<file path="src/rtl/pc_pkg.sv">
// Shared types and helpers for the fetch-stage program counter.
//   branch_t : encoding of the decoder's op field
//   OP_W     : width of the op field
//   sext     : sign-extend the low w bits of v to 32 bits; the caller then
//              truncates the result to the address width
package pc_pkg;

  localparam int OP_W = 3;

  typedef enum logic [OP_W-1:0] {
    SEQ  = 3'd0,
    JMP  = 3'd1,
    BRS  = 3'd2,
    BRL  = 3'd3,
    CALL = 3'd4,
    RET  = 3'd5
  } branch_t;

  function automatic logic [31:0] sext(input logic [31:0] v, input int unsigned w);
    logic [31:0] m;
    m = 32'hFFFF_FFFF << w;
    return v[w-1] ? (v | m) : (v & ~m);
  endfunction

endpackage

</file>
<file path="src/rtl/pc_ras_stack.sv">
// Return-address LIFO, DEPTH entries of AW bits.
// Ports:
//   clk, reset   clock, synchronous active-high reset
//   push, wdata  store wdata on top (dropped when full)
//   pop          discard top entry (ignored when empty)
//   rdata        current top entry (combinational read)
//   empty, full  registered, reflect the pointer after the update
// Callers are expected not to raise push and pop together; push wins if they do.
module pc_ras_stack
  #(parameter int AW    = 7,
    parameter int DEPTH = 4)
  (input  logic          clk,
   input  logic          reset,
   input  logic          push,
   input  logic          pop,
   input  logic [AW-1:0] wdata,
   output logic [AW-1:0] rdata,
   output logic          empty,
   output logic          full);

  // Pointer counts entries (0..DEPTH); storage index needs one bit less.
  localparam int PW = $clog2(DEPTH + 1);
  localparam int IW = (DEPTH > 1) ? $clog2(DEPTH) : 1;

  logic [PW-1:0] ptr, ptr_nxt;
  logic [IW-1:0] wr_idx, top_idx;
  logic [AW-1:0] mem [0:(1<<IW)-1];
  logic          do_push, do_pop;

  assign do_push = push & ~full;
  assign do_pop  = pop & ~push & ~empty;
  assign wr_idx  = IW'(ptr);
  assign top_idx = IW'(ptr - PW'(1));
  assign rdata   = mem[top_idx];

  always_comb begin
    ptr_nxt = ptr;
    if (do_push)     ptr_nxt = ptr + PW'(1);
    else if (do_pop) ptr_nxt = ptr - PW'(1);
  end

  always_ff @(posedge clk) begin
    if (reset) begin
      ptr   <= '0;
      empty <= 1'b1;
      full  <= 1'b0;
    end else begin
      ptr   <= ptr_nxt;
      empty <= (ptr_nxt == '0);
      full  <= (ptr_nxt == PW'(DEPTH));
    end
  end

  // Entry contents need no reset; the pointer alone defines validity.
  always_ff @(posedge clk) begin
    if (do_push) mem[wr_idx] <= wdata;
  end

endmodule

</file>
<file path="src/rtl/pc_ras.sv">
// Fetch-stage program counter with return-address stack.
// Ports:
//   clk, reset        clock, synchronous active-high reset (loads start_addr)
//   halt              freeze PC and RAS, op ignored
//   start_addr        PC value after reset
//   op, flag          branch op (pc_pkg::branch_t); relative branches taken on flag==0
//   abs_addr          JMP/CALL target
//   short_off/long_off signed offsets for BRS/BRL
//   address           registered PC, drives instruction memory
//   ras_empty/full    RAS occupancy
//   ras_err           sticky overflow/underflow, cleared only by reset
//   taken_cnt         saturating taken-branch counter (only when PC_PERF_EN is defined)
// Optional feature macro: PC_PERF_EN
module pc_ras
  import pc_pkg::*;
  #(parameter int AW        = 7,
    parameter int SOFF_W    = 3,
    parameter int LOFF_W    = 6,
    parameter int RAS_DEPTH = 4)
  (input  logic              clk,
   input  logic              reset,
   input  logic              halt,
   input  logic [AW-1:0]     start_addr,
   input  logic [OP_W-1:0]   op,
   input  logic              flag,
   input  logic [AW-1:0]     abs_addr,
   input  logic [SOFF_W-1:0] short_off,
   input  logic [LOFF_W-1:0] long_off,
   output logic [AW-1:0]     address,
   output logic              ras_empty,
   output logic              ras_full,
   output logic              ras_err
`ifdef PC_PERF_EN
   ,output logic [15:0]      taken_cnt
`endif
  );

  logic [AW-1:0] addr_inc, addr_soff, addr_loff, addr_nxt, ras_top;
  logic          push, pop, err_evt;

  // All arithmetic at AW bits so wrap is silent.
  assign addr_inc  = address + AW'(1);
  assign addr_soff = address + AW'(sext(32'(short_off), SOFF_W));
  assign addr_loff = address + AW'(sext(32'(long_off), LOFF_W));

  always_comb begin
    addr_nxt = addr_inc;
    push     = 1'b0;
    pop      = 1'b0;
    err_evt  = 1'b0;
    case (branch_t'(op))
      JMP:  addr_nxt = abs_addr;
      BRS:  addr_nxt = flag ? addr_inc : addr_soff;
      BRL:  addr_nxt = flag ? addr_inc : addr_loff;
      CALL: begin
        // Jump is taken even when the push will be dropped.
        addr_nxt = abs_addr;
        push     = ~halt;
        err_evt  = ras_full;
      end
      RET: begin
        if (ras_empty) begin
          err_evt = 1'b1;
        end else begin
          addr_nxt = ras_top;
          pop      = ~halt;
        end
      end
      default: addr_nxt = addr_inc;
    endcase
  end

  pc_ras_stack #(.AW(AW), .DEPTH(RAS_DEPTH)) u_stack (
    .clk   (clk),
    .reset (reset),
    .push  (push),
    .pop   (pop),
    .wdata (addr_inc),
    .rdata (ras_top),
    .empty (ras_empty),
    .full  (ras_full)
  );

  always_ff @(posedge clk) begin
    if (reset) begin
      address <= start_addr;
      ras_err <= 1'b0;
    end else if (!halt) begin
      address <= addr_nxt;
      if (err_evt) ras_err <= 1'b1;
    end
  end

`ifdef PC_PERF_EN
  logic taken;

  always_comb begin
    case (branch_t'(op))
      JMP, CALL: taken = 1'b1;
      BRS, BRL:  taken = ~flag;
      RET:       taken = ~ras_empty;
      default:   taken = 1'b0;
    endcase
  end

  always_ff @(posedge clk) begin
    if (reset)
      taken_cnt <= '0;
    else if (!halt && taken && taken_cnt != 16'hFFFF)
      taken_cnt <= taken_cnt + 16'd1;
  end
`endif

endmodule

</file>
<file path="config.mk">
export PLATFORM = sky130hd
export DESIGN_NAME = pc_ras
export DESIGN_NICKNAME = d
export VERILOG_FILES = /design/src/rtl/pc_pkg.sv /design/src/rtl/pc_ras_stack.sv /design/src/rtl/pc_ras.sv
export SDC_FILE = /design/constraint.sdc
export NUM_CORES = 1
export LEC_CHECK = 0
export CAP_MARGIN = 20
export CORE_MARGIN = 3
export CORE_UTILIZATION = 30
export CTS_CLUSTER_DIAMETER = 150
export DETAILED_ROUTE_END_ITERATION = 7
export SKIP_CTS_REPAIR_TIMING = 1
export SYNTH_ARGS = -nofsm -noshare
export SYNTH_HDL_FRONTEND = slang
export SYNTH_HIERARCHICAL = 1
export SYNTH_SLANG_ARGS = --single-unit
</file>
<file path="constraint.sdc">
create_clock -name clk -period 5.5 [get_ports clk]
set_input_delay 0.55 -clock clk [delete_from_list [all_inputs] [get_ports clk]]
set_output_delay 0.55 -clock clk [all_outputs]
set_load 0.02 [all_outputs]
</file>
==> results.json, run 1 <==
{
  "place_congestion": 0.8308,
  "synth-edff-count": 35,
  "yosys_warnings": 6,
  "htree_levels": 2,
  "grt_max_degree": 22,
  "dp_hpwl_microns": 4794,
  "viasPerCell": 5.261,
  "cellLeakagePower_nw": 1.126,
  "synth_area_per_cell_sq_um": 11.73,
  "arrival_ps": 2980,
  "avgRoutedWirePerCell_microns": 16.49,
  "synthDistinctLibCells": 57,
  "end_kind": "flip-flop",
  "syn_area_sq_um": 2709,
  "synth_seq_cells": 41,
  "timing.fmax_ghz": 0.3387,
  "clk_pin_slew_worst_paths_ps": 80,
  "syn2layout_area_growth_pct": 20.65,
  "relSlewSlack_pct": 54.58,
  "antenna_cells": 0,
  "wl_met2_microns": 3275,
  "cts_tree": "yes",
  "finalSetupTns_ps": 0,
  "cp-start-kind": "flip-flop",
  "grt.total_usage_pct": 12.82,
  "fin_worst_skew_ps": 12.53,
  "drt_first_pass_iters": 4,
  "ys.flop_type": "edfxtp_1",
  "via_count": 1999,
  "initialDrtViolationCount": 91,
  "worstSetupPathType": "flip-flop to flip-flop",
  "utilization_pct": 37.29,
  "numCtsBuffers": 5,
  "cts_root_buffer": "clkbuf_8",
  "placedCellCount": 372,
  "drc": 0,
  "die_h_microns": 101.0,
  "worstHoldPathType": "flip-flop to flip-flop",
  "grt_pass1_vias": 2013,
  "cts_buffer_depth": 2,
  "clk_latency_ps": 290,
  "grt_first_pass_wirelength_microns": 10170,
  "core_sq_um": 8763,
  "ios": 40,
  "cts_sinks": 41,
  "tightest_slew_ps": 679.2,
  "cp.required_ps": 5530,
  "die_x_microns": 101.0,
  "fillCellCount": 857,
  "highest_layer": "met4",
  "portBuffers": 39,
  "rsz0062_at_grt": "no",
  "p_per_area_nw_per_um2": 236.2,
  "antenna_found_initial": 0,
  "wl_met1_microns": 2638,
  "drive_above_1_share_pct": 10.29,
  "start_util_pct": 30.91,
  "min_period_ps": 2952,
  "critPathMaxFanout": 11,
  "irDropWorstVdd_mv": 0.09891,
  "synthCells": 231,
  "routed_wirelength_microns": 6268,
  "overflow": 0,
  "outcome": "finished clean",
  "final_antenna_net_count": 0,
  "nets": 321,
  "hold_violations": 0,
  "slew_viol_final": 0,
  "setup_violations": 0,
  "async_reset_ff_share_pct": 0,
  "num_rows": 34,
  "max-cap-violations": 0,
  "instances_no_fill": 380,
  "timing.final.crit_share_pct": 53.68,
  "dr_wl_met3_microns": 246,
  "die_area_sq_um": 10210,
  "syn_nets": 281,
  "ys_seq_area_share_pct": 43.23
}
-- cells in the final DEF, fill, tap and decap left out, types with 7 or more instances in the layout --
master,synthesis,routed
a211oi_1,7,7
a21oi_1,7,7
clkdlybuf4s50_1,0,39
edfxtp_1,35,35
ha_1,18,18
inv_1,16,16
mux4_2,7,7
nand2_1,7,7
nor2_1,10,10
nor3_1,8,8
o21ai_0,11,11
-- registers in the layout, indices dropped and copies added, names as in the netlist --
name	cells
u_stack/full	1
u_stack/mem	28
u_stack/empty	1
address	7
u_stack/ptr	3
ras_err	1
-- routing by layer --
| metal | global-route usage (%) | vias up |
|---|---|---|
| met2 | 23.29 | 43 |
| met5 | 0 | - |
| li1 | - | 980 |
| met1 | 15.29 | 968 |
| met3 | 2.353 | 8 |
| met4 | 3.885 | 0 |
-- stage by stage --
stage	power [mW]	worst slack, ps	instance area, sq um	hold slack (ps)
floorplan	0.5173	3116	2709	514.8
global placement	0.5915	2590	3187	466.9
detailed placement	0.5953	2492	3187	467.3
CTS	0.7787	2489	3268	485.7
global route	0.8175	2208	3268	536.1
finish	0.7720	2548	3268	485.9
-- Yosys cell counts, types with 3 or more instances --
cell type / instances / area (sq um)
a221oi_1: 3 / 26.28
inv_1: 16 / 60.06
o21ai_0: 11 / 55.05
edfxtp_1: 35 / 1051
a21oi_1: 7 / 35.03
mux4_2: 7 / 157.7
nand2_1: 7 / 26.28
dfxtp_1: 6 / 120.1
nor3_1: 8 / 40.04
xor2_1: 6 / 52.55
nand3b_1: 3 / 22.52
mux2_2: 4 / 45.04
and2_1: 6 / 37.54
a211oi_1: 7 / 52.55
nand2b_1: 4 / 25.02
nor2_1: 10 / 37.54
buf_6: 3 / 33.78
nor2b_1: 5 / 31.28
ha_1: 18 / 225.2
nand3_1: 6 / 30.03
xnor2_1: 5 / 43.79
mux2i_1: 3 / 30.03
a21o_1: 4 / 30.03
-- power breakdown --
group	internal [mW]	switching (mW)	leakage, nW
registers	0.359	0.0170	0.371
logic	0.0981	0.113	0.712
clock network	0.0854	0.0990	0.0430
total	0.543	0.229	1.13
-- layout make-up --
cell class | instances | area, sq um | area share (%)
multi-input cells | 167 | 1423 | 43.53
flip-flops and latches | 41 | 1171 | 35.83
clock inverters | 3 | 12.51 | 0.3828
well taps | 108 | 135.1 | 4.135
clock buffers | 5 | 68.82 | 2.106
repair buffers | 40 | 397.9 | 12.17
inverters | 16 | 60.06 | 1.838
-- cell families (layout without fill, tap and decap cells) --
family                   after synthesis  after routing  share of synthesized area (%)
AO/OA/AOI/OAI                         57             57                          15.84
XOR/XNOR                              11             11                          3.556
adder cells (fa/ha/maj)               20             20                          9.792
buffers and inverters                 23             64                          4.249
flip-flops                            41             41                          43.23
multiplexers                          14             14                          8.591
AND/OR/NAND/NOR                       65             65                          14.74
-- critical path, stage by stage, from the launching register on --
cell and delay [ps]:
dfxtp_1 720, inv_1 190, ha_1 550, mux4_2 350, nand2_1 80, o22ai_1 70, o22a_1 210, a2111oi_0 390
a31oi_1 140
-- final timing paths --
kind / endpoint / startpoint / slack [ps] / depth (start not counted)
min reg2reg: ras_err$_SDFFE_PP0P_ / ras_err$_SDFFE_PP0P_ / 490 / 2
min: ras_err$_SDFFE_PP0P_ / ras_err$_SDFFE_PP0P_ / 490 / 2
max reg2reg: address[5]$_DFFE_PP_ / u_stack/ptr[0]$_SDFF_PP0_ / 2550 / 8
max: address[5]$_DFFE_PP_ / u_stack/ptr[0]$_SDFF_PP0_ / 2550 / 8
No activity file was read; power rests on OpenSTA's default activity.
==> run 2, diff against run 1 <==
- clock period: 5.5 -> 2.73 ns (I/O delays scaled with it)
==> results.json, run 2 (synthesis gave the netlist of run 1 again) <==
{
  "outcome": "finished clean",
  "cts_root_buffer": "clkbuf_8",
  "hold_violations": 0,
  "regToRegEndpoint": "address[5]$_DFFE_PP_",
  "use_met3_pct": 2.422,
  "ff_latch_area_sq_um": 1171,
  "end_kind": "flip-flop",
  "utilization_pct": 38.21,
  "min_period_ps": 2305,
  "max_stage_delay_ps": 420,
  "core_sq_um": 8763,
  "multi_input_area_sq_um": 1423,
  "relSlewSlack_pct": 62.74,
  "clk_latency_ps": 300,
  "antenna_found_initial": 0,
  "via_count": 2002,
  "grtUsageMet2_pct": 22.89,
  "worstSetupPathType": "flip-flop to flip-flop",
  "r2r_start": "u_stack/ptr[1]$_SDFF_PP0_",
  "drive_above_1_share_pct": 13.88,
  "rsz0062_at_grt": "no",
  "crit_slowest_cell": "a2111oi_0",
  "holdPathEnd": "ras_err$_SDFFE_PP0P_",
  "htree_levels": 2,
  "nets": 330,
  "start_util_pct": 30.91,
  "irDropWorstVdd_mv": 0.2257,
  "cts_sinks": 41,
  "grt_max_degree": 18,
  "layout_common_cells": "clkdlybuf4s50_1, edfxtp_1, ha_1, inv_1, o21ai_0",
  "final_antenna_net_count": 0,
  "die_x_microns": 101.0,
  "portBuffers": 39,
  "drt_first_pass_iters": 4,
  "hp-start": "ras_err$_SDFFE_PP0P_",
  "rrSetupSlack_ps": 430,
  "die_h_microns": 101.0,
  "dp_hpwl_microns": 4883,
  "initialDrtViolationCount": 85,
  "critPathMaxFanout": 5,
  "finalSetupTns_ps": 0,
  "clk_pin_slew_worst_paths_ps": 80,
  "antenna_cells": 0,
  "overflow": 0,
  "die_area_sq_um": 10210,
  "slew_viol_final": 0,
  "worstHoldPathType": "flip-flop to flip-flop",
  "timing.fmax_ghz": 0.4339,
  "cp_cell_sequence": "inv_1, ha_1, mux4_2, nand2_1, o22ai_1, o22a_1, a2111oi_0, a31oi_1",
  "grt.busiest_layer": "met2",
  "tightest_slew_ps": 557.0,
  "timing.final.crit_share_pct": 84.42,
  "cts_buffer_depth": 2,
  "fin_worst_skew_ps": 8.665,
  "cellLeakagePower_nw": 1.173,
  "max-cap-violations": 0,
  "ios": 40,
  "setup_violations": 0,
  "top_register": "u_stack/mem",
  "largest_reg_flops": 28,
  "p_per_area_nw_per_um2": 478.4,
  "final_common_cell": "clkdlybuf4s50_1",
  "grt_first_pass_wirelength_microns": 10170,
  "fillCellCount": 846,
  "place_congestion": 0.7821,
  "drc": 0,
  "top_regs": "u_stack/mem (28), address (7), u_stack/ptr (3)",
  "grt.total_usage_pct": 12.78,
  "cts_tree": "yes",
  "routed_wirelength_microns": 6232,
  "syn2layout_area_growth_pct": 23.60,
  "min_path_cells": 2,
  "cp-start-kind": "flip-flop",
  "numCtsBuffers": 5,
  "p_total_mw": 1.602,
  "avgRoutedWirePerCell_microns": 16.02,
  "grt_pass1_vias": 2042,
  "grtUsageMet1_pct": 15.34,
  "cp.required_ps": 2770,
  "arrival_ps": 2340,
  "num_rows": 34,
  "viasPerCell": 5.147,
  "rr_worst_depth": 8
}
## run 2: how the worst max path moves through the flow
| stage | from | to | cells after the start |
|---|---|---|---|
| final | u_stack/ptr[1]$_SDFF_PP0_ | address[5]$_DFFE_PP_ | 8 |
| after global placement | short_off[0] | address[4]$_DFFE_PP_ | 9 |
| after global routing | address[0]$_DFFE_PP_ | address[4]$_DFFE_PP_ | 8 |
| after detailed placement | short_off[0] | address[1]$_DFFE_PP_ | 8 |
| after CTS | u_stack/ptr[1]$_SDFF_PP0_ | address[5]$_DFFE_PP_ | 8 |
| after floorplan | u_stack/ptr[0]$_SDFF_PP0_ | address[5]$_DFFE_PP_ | 10 |
## run 2: layer usage
layer  vias up  wire length [microns]
li1        997                      -
met1       949                   2577
met2        48                   3280
met3         8                    305
met4         0                     68
met5         -                      0
## run 2: final cells by class
cell class                 instances  area share (%)
tap                              108           4.036
clock buffer                       5           2.055
multi-input combinational        167           42.49
inverter                          16           1.794
clock inverter                     3          0.7474
sequential                        41           34.98
timing repair buffer              49           13.90
## run 2: worst max-delay path: cells and delay by family, from the launching register on
kind | cells | cell delay [ps]
AOI/OAI and AO/OA | 4 | 850
DFF | 1 | 410
and+or+nand+nor | 1 | 80
muxes | 1 | 310
buffers and inverters | 1 | 110
adders and majority gates | 1 | 310
## run 2: metrics by stage
step / hold WS, ps / cells / cell area (sq um) / setup slack, ps
floorplan: 345.4 / 231 / 2709 / 345.5
detailed placement: 466.6 / 381 / 3254 / 277.2
CTS: 488.0 / 389 / 3348 / 382.7
finish: 480.1 / 389 / 3348 / 425.3
global route: 514.7 / 389 / 3348 / 237.6
global placement: 464.6 / 381 / 3254 / 292.7
## run 2: report_power, final
group          total [mW]  switching, mW  internal, mW
logic               0.435          0.230         0.205
registers           0.756         0.0319         0.724
clock network       0.410          0.226         0.184
==> run 3, diff against run 2 <==
- clock period: 2.73 -> 2.05 ns (I/O delays scaled with it)
==> results.json, run 3 (synthesis gave the netlist of run 1 again) <==
{
  "outcome": "finished with violations",
  "violations": "negative setup slack",
  "cp_num_buf_inv": 1,
  "placedCellCount": 426,
  "timing.fmax_ghz": 0.4731,
  "place_ws_ps": -285.3,
  "worst_slack_ps": -63.76,
  "avgRoutedWirePerCell_microns": 15.60,
  "overflow": 0,
  "worstSetupPathType": "flip-flop to flip-flop",
  "placed_cell_area_sq_um": 3665,
  "design_area_sq_um": 3913,
  "p_per_area_nw_per_um2": 610.0,
  "syn2layout_area_growth_pct": 44.43,
  "max_stage_delay_ps": 480,
  "irDropWorstVdd_mv": 0.4046,
  "routed_wirelength_microns": 6878,
  "critPathMaxFanout": 3,
  "cts_tree": "yes",
  "cts_sinks": 41,
  "instances_no_fill": 441,
  "end_kind": "flip-flop",
  "fillCellCount": 808,
  "nets": 382,
  "finalSetupTns_ps": -63.76,
  "start_util_pct": 30.91,
  "top_register": "u_stack/mem",
  "r2r_start": "address[0]$_DFFE_PP_",
  "rsz0062_at_grt": "yes",
  "worstHoldPathType": "flip-flop to flip-flop",
  "place_congestion": 0.8368,
  "fin_worst_skew_ps": 6.198,
  "hp-start": "ras_err$_SDFFE_PP0P_",
  "portBuffers": 39,
  "grt.total_usage_pct": 13.93,
  "cp_cell_sequence": "ha_2, inv_1, fa_1, mux2i_1, a222oi_1, nand2_1, mux2_2",
  "dp_hpwl_microns": 5483,
  "final_antenna_net_count": 0,
  "cp_top_family": "adder cells",
  "htree_levels": 2,
  "switching_share_pct": 31.42,
  "slew_viol_final": 0,
  "power_switching_mw": 0.7499,
  "antenna_found_initial": 0,
  "drt_first_pass_iters": 4,
  "ios": 40,
  "min_period_ps": 2114,
  "num_rows": 34,
  "hold_violations": 0,
  "cts_root_buffer": "clkbuf_8",
  "worstSetupStartpoint": "address[0]$_DFFE_PP_",
  "drc": 0,
  "top_regs": "u_stack/mem (28), address (7), u_stack/ptr (3)",
  "final_common_cell": "buf_4",
  "crit_slowest_cell": "fa_1",
  "grt_max_degree": 17,
  "die_area_sq_um": 10210,
  "drive_above_1_share_pct": 33.03,
  "core_sq_um": 8763,
  "setup_violations": 1,
  "tightest_slew_ps": 497.0,
  "via_count": 2228,
  "die_h_microns": 101.0,
  "utilization_pct": 44.65,
  "clk_latency_ps": 300,
  "grt_first_pass_wirelength_microns": 11180,
  "timing.final.crit_share_pct": 103.1,
  "cellLeakagePower_nw": 1.467,
  "cp.required_ps": 2110,
  "power_frac_seq_pct": 41.5,
  "numCtsBuffers": 5,
  "cp-start-kind": "flip-flop",
  "largest_reg_flops": 28,
  "arrival_ps": 2170,
  "initialDrtViolationCount": 97,
  "grt_pass1_vias": 2333,
  "cts_buffer_depth": 2,
  "clk_pin_slew_worst_paths_ps": 100,
  "p_int_mw": 1.637,
  "layout_common_cells": "buf_4, clkdlybuf4s50_1, edfxtp_1, inv_1, ha_1",
  "power_frac_clock_pct": 24.8,
  "antenna_cells": 0,
  "max-cap-violations": 0,
  "viasPerCell": 5.052,
  "die_x_microns": 101.0,
  "relSlewSlack_pct": 66.75,
  "p_comb_share_pct": 33.6
}
run 3: changes by cell type in the layout (fill, tap and decap cells not counted), moves of 3 or more:
cell / change
a211oi_1: -3
o21ai_0: -4
buf_12: +4
o21ai_1: +4
buf_4: +47
ha_1: -4
run 3: final timing paths:
kind | end | slack (ps) | cells past startpoint
max reg2reg | address[1]$_DFFE_PP_ | -60 | 7
max | address[1]$_DFFE_PP_ | -60 | 7
min | ras_err$_SDFFE_PP0P_ | 490 | 2
min reg2reg | ras_err$_SDFFE_PP0P_ | 490 | 2
run 3: worst min-delay path, cell delays in order, from the launching register on:
cell and delay, ps:
dfxtp_1 340, nor2_1 50, nor2_1 70
run 3: power groups by stage:
stage | logic, mW | clock network (mW) | registers (mW)
final | 0.802 | 0.593 | 0.992
after global placement | 0.707 | 0 | 1.01
after floorplan | 0.356 | 0 | 1.04
after CTS | 0.725 | 0.612 | 0.991
after detailed placement | 0.720 | 0 | 1.01
after global routing | 0.881 | 0.646 | 0.995
run 3: per-layer routing:
metal / GRT usage (%) / part of all wire [%] / vias to the layer above
met5: 0 / 0 / -
met4: 5.112 / 2.2 / 0
met3: 2.976 / 3.3 / 10
met2: 23.39 / 51 / 43
met1: 17.61 / 43 / 1072
li1: - / - / 1103
run 3: per-stage QoR:
stage	hold slack, ps	power [mW]
2_1_floorplan	277.4	1.394
3_3_place_gp	456.4	1.715
3_5_place_dp	482.0	1.730
4_1_cts	505.2	2.327
5_1_grt	548.1	2.522
6_report	489.6	2.387
run 3: cell type report:
cell class | instances | area (sq um) | area share, %
Clock inverter | 3 | 28.78 | 0.7355
Sequential cell | 41 | 1176 | 30.06
Multi-Input combinational cell | 167 | 1531 | 39.14
Tap cell | 108 | 135.1 | 3.454
Inverter | 16 | 62.56 | 1.599
Clock buffer | 5 | 68.82 | 1.759
Timing Repair Buffer | 101 | 909.6 | 23.25
==> patch 1, RTL diff (config.mk and constraints of run 3) <==
Build with the macro `PC_PERF_EN` defined.
--- a/src/rtl/pc_ras.sv
+++ b/src/rtl/pc_ras.sv
@@ -11,6 +11,8 @@
 //   ras_err           sticky overflow/underflow, cleared only by reset
 //   taken_cnt         saturating taken-branch counter (only when PC_PERF_EN is defined)
 // Optional feature macro: PC_PERF_EN
+`define PC_PERF_EN
+
 module pc_ras
   import pc_pkg::*;
   #(parameter int AW        = 7,
Formal check against the unedited RTL (old outputs only; new: taken_cnt): equivalent (Yosys induction, for registers that start in step).
==> patch 1 against run 3 <==
  * The run still ends with setup timing left
  * Critical path type unchanged
  * Power grew 52%
  * Count of clock-buffer cells in the layout grew 4
  * Sequential cell count grew 16
  * Area after synthesis grew 32%
  * Largest power group is now the clock network
  * Critical endpoint is now address[5]
  * Worst setup slack gained 0.047 ns
  * Wire length grew 40%
  * Combinational power grew 5.1%
  * Cell area grew 33%
==> patch 1: results (changes against run 3) <==
Outcome = complete, but fails checks
Failing checks = setup timing
Slowest-stage cell, CP = or4b_2
CTS buffer count = 9 (+4)
Top flop regs = u_stack/mem: 28 flops, taken_cnt: 16 flops, address: 7 flops
Pin count of the biggest net entering global routing = 33 (+16)
Synth Area in Adders = 0.0775 (-0.0204)
Fin nets = 514 (+35%)
Sequential-to-total area share from yosys stat = 0.416 (-0.0163)
Slew @ Worst Pin = 0.644 ns (+0.147 ns)
Post-synthesis xor/xnor area fraction = 0.0513 (+0.0157)
Complex-gate fraction of the synthesized area = 0.180 (+0.0213)
Pre-CTS setup slack = -0.313 ns (-0.0273 ns)
Post-Syn Nets = 394 (+40%)
Root Buffer = clkbuf_16
Clk_lat worst skew = 0.33 ns (+0.03 ns)
Post-synth cell types = 65 (+14%)
Clk slew on worst S/H paths = 0.05 ns (-0.05 ns)
Arr. time, crit path = 2.26 ns (+0.09 ns)
Number of global-route vias before repair = 3113 (+33%)
DR vias = 3168 (+42%)
Iter 0 DRT Violations = 180 (+86%)
Final HPWL DP = 7.28 mm (+33%)
Port buffer count = 55 (+41%)
CP max FO = 4 (+1)
Share of layout cells above drive strength 1 = 0.256 (-0.0739)
P_leak = 1.90 nW (+29%)
Cell-internal power = 2.64 mW (+62%)
GRT Overall Usage = 0.146 (+0.00709)
Final Skew = 0.00836 ns (+0.00216 ns)
Final setup fails = 1 (unchanged)
Dpl cell area = 0.00482 mm^2 (+31%)
Max incr delay on CP = 0.62 ns (+0.14 ns)
First-pass GRT wire length = 15.2 mm (+36%)
Top post-synthesis cells by area = edfxtp_1 29%, dfxtp_1 12%, ha_1 6.6%
Mux share of post-synthesis cell area = 0.0611 (-0.0248)
Routed Wire Length = 9.65 mm (+40%)
Fin worst setup slack = -0.0168 ns (+0.0470 ns)
Worst vdd ir = 0.372 mV (-8.1%)
RD Place Congestion = 0.896 (+7.1%)
-- patch 1: changes by cell type after synthesis, moves of 4 or more --
cell       before  now
dfxtp_1         6   22
a211oi_1        7   11
a21oi_1         7   14
nand3_1         6   12
xnor2_1         5   16
a2bb2oi_1       0    4
nor2_1         10   25
nand2_1         7   24
or3_1           0    4
-- patch 1: final cells by class --
cell class | count | area (um^2)
inverter | 19 | 71.3
multi-input combinational | 257 | 2060
clock buffer | 9 | 225
fill | 1112 | 6370
sequential | 57 | 1500
timing repair buffer | 119 | 1090
clock inverter | 7 | 70.1
tap | 143 | 179
-- patch 1: cell families (layout without fill, tap and decap cells) --
logic type / after synthesis / count (layout)
AOI/OAI and AO/OA: 87 / 87
xor gates and xnor gates: 21 / 21
adders and majority gates: 21 / 21
buffers and inverters: 29 / 154
DFF: 57 / 57
muxes: 13 / 13
and+or+nand+nor: 115 / 115
-- patch 1: power groups by stage --
stage	combinational, mW	clock (mW)	sequential [mW]
finish	0.843	1.48	1.31
global route	0.921	1.53	1.31
CTS	0.800	1.50	1.31
detailed placement	0.791	0	1.33
global placement	0.778	0	1.33
floorplan	0.397	0	1.36
-- patch 1: layer usage --
metal,track usage,vias up,routed length (um)
li1,-,1554,-
met1,0.185,1538,4330
met2,0.244,59,4830
met3,0.0232,17,265
met4,0.0712,0,218
met5,0,-,0
-- patch 1: per-stage QoR --
stage | std cells | TNS (ns)
6_report | 611 | -0.0168
5_1_grt | 611 | -0.259
4_1_cts | 609 | -0.130
3_5_place_dp | 593 | -3.95
3_3_place_gp | 593 | -3.28
2_1_floorplan | 343 | -0.386
-- patch 1: worst paths after layout --
kind                      to  cells after the start        from  slack [ns]
setup / recovery  address[5]                      7  address[1]       -0.02
setup reg to reg  address[5]                      7  address[1]       -0.02
hold / removal       ras_err                      2     ras_err        0.49
hold reg to reg      ras_err                      2     ras_err        0.49
-- patch 1: critical path, delay by kind of cell (launching register included) --
family	cells	cell delay, ns
AND/OR/NAND/NOR	2	0.69
flip-flops	1	0.51
adder cells (fa/ha/maj)	1	0.32
AO/OA/AOI/OAI	3	0.27
buffers and inverters	1	0.14
==> patch 2, RTL diff (flow settings as in run 3) <==
Without the edit above. Register the output `ras_err` once more; this adds one clock of latency there. The other outputs are not delayed to match.
--- a/src/rtl/pc_ras.sv
+++ b/src/rtl/pc_ras.sv
@@ -34,6 +34,8 @@
    ,output logic [15:0]      taken_cnt
 `endif
   );
+
+  logic ras_err_s0;
 
   logic [AW-1:0] addr_inc, addr_soff, addr_loff, addr_nxt, ras_top;
   logic          push, pop, err_evt;
@@ -84,10 +86,10 @@
   always_ff @(posedge clk) begin
     if (reset) begin
       address <= start_addr;
-      ras_err <= 1'b0;
+      ras_err_s0 <= 1'b0;
     end else if (!halt) begin
       address <= addr_nxt;
-      if (err_evt) ras_err <= 1'b1;
+      if (err_evt) ras_err_s0 <= 1'b1;
     end
   end
 
@@ -111,5 +113,9 @@
   end
 `endif
 
+  always_ff @(posedge clk) begin
+    ras_err <= ras_err_s0;
+  end
+
 endmodule
 
Check against the original RTL: not equivalent (a bounded check fails within 4 cycles, from zero or initial values and one cycle with reset high).
==> patch 2 against run 3 <==
  * Highest routed layer unchanged
  * Wire length is 4.4% higher
  * Area after synthesis up 0.74%
  * Cell area is 0.86% higher
  * Critical path depth is the same
  * Final cell count decreased by 0.91%
  * Power is 4.5% higher
  * Worst setup slack better by 0.023 ns
  * Sequential cell count grew 1
  * Via count rose by 0.99%
  * The run still ends with setup timing left
  * Non-clock buffer count fell by 5
==> patch 2: results (changes against run 3) <==
Outcome = complete, but fails checks
Failing checks = setup timing
Hold Crit Depth = 0 (-2)
Routed wl met3 = 281 um (+24%)
P_leak = 1.47 nW (+0.38%)
Complex-gate fraction of the synthesized area = 0.157 (-0.00116)
Fin worst setup slack = -0.0406 ns (+0.0232 ns)
Mux share of post-synthesis cell area = 0.0853 (-0.000630)
Min-Delay Startpoint = ras_err_s0
RD Place Congestion = 0.777 (-7.1%)
Final HPWL DP = 5.55 mm (+1.1%)
Arr. time, crit path = 2.15 ns (-0.02 ns)
Final setup fails = 1 (unchanged)
Synth Area in Adders = 0.0972 (-0.000718)
Post-Syn Nets = 282 (+0.36%)
Clock network power share = 0.267 (+0.019)
Pin count of the biggest net entering global routing = 15 (-2)
Final Skew = 0.00863 ns (+0.00243 ns)
Top post-synthesis cells by area = edfxtp_1 39%, ha_1 8.3%, mux4_2 5.8%
Worst vdd ir = 0.283 mV (-30%)
Metal2 WL = 3.89 mm (+11%)
Routed Wire Length = 7.18 mm (+4.4%)
M2 GR Usage = 0.263 (+0.0292)
DR vias = 2250 (+0.99%)
M1 GR Usage = 0.159 (-0.0170)
Share of layout cells above drive strength 1 = 0.328 (-0.00206)
Pre-CTS setup slack = -0.338 ns (-0.0529 ns)
Fillers = 802 (-0.74%)
## patch 2: stage by stage
stage | utilization | power [mW] | instance area (um^2) | TNS (ns) | cells
after floorplan | - | 1.41 | 2760 | -0.268 | 232
after global placement | 0.416 | 1.73 | 3650 | -2.72 | 422
after detailed placement | 0.416 | 1.75 | 3650 | -2.92 | 422
after CTS | 0.429 | 2.42 | 3760 | -0.121 | 430
after global routing | 0.450 | 2.64 | 3950 | -0.601 | 437
final | 0.450 | 2.49 | 3950 | -0.0406 | 437
## patch 2: critical path: cells and delay by family (launching register included)
family          cells  cell delay, ns
compound gates      1            0.29
flops               1            0.38
mux                 2            0.35
simple gates        1            0.10
fa+ha+maj           2            0.67
buf+inv             1            0.06
## patch 2: layout make-up
| type | count | share of cell area |
|---|---|---|
| sequential | 42 | 0.303 |
| inverter | 16 | 0.0159 |
| clock inverter | 3 | 0.0111 |
| clock buffer | 5 | 0.0174 |
| multi-input combinational | 167 | 0.396 |
| tap | 108 | 0.0342 |
| timing repair buffer | 96 | 0.222 |
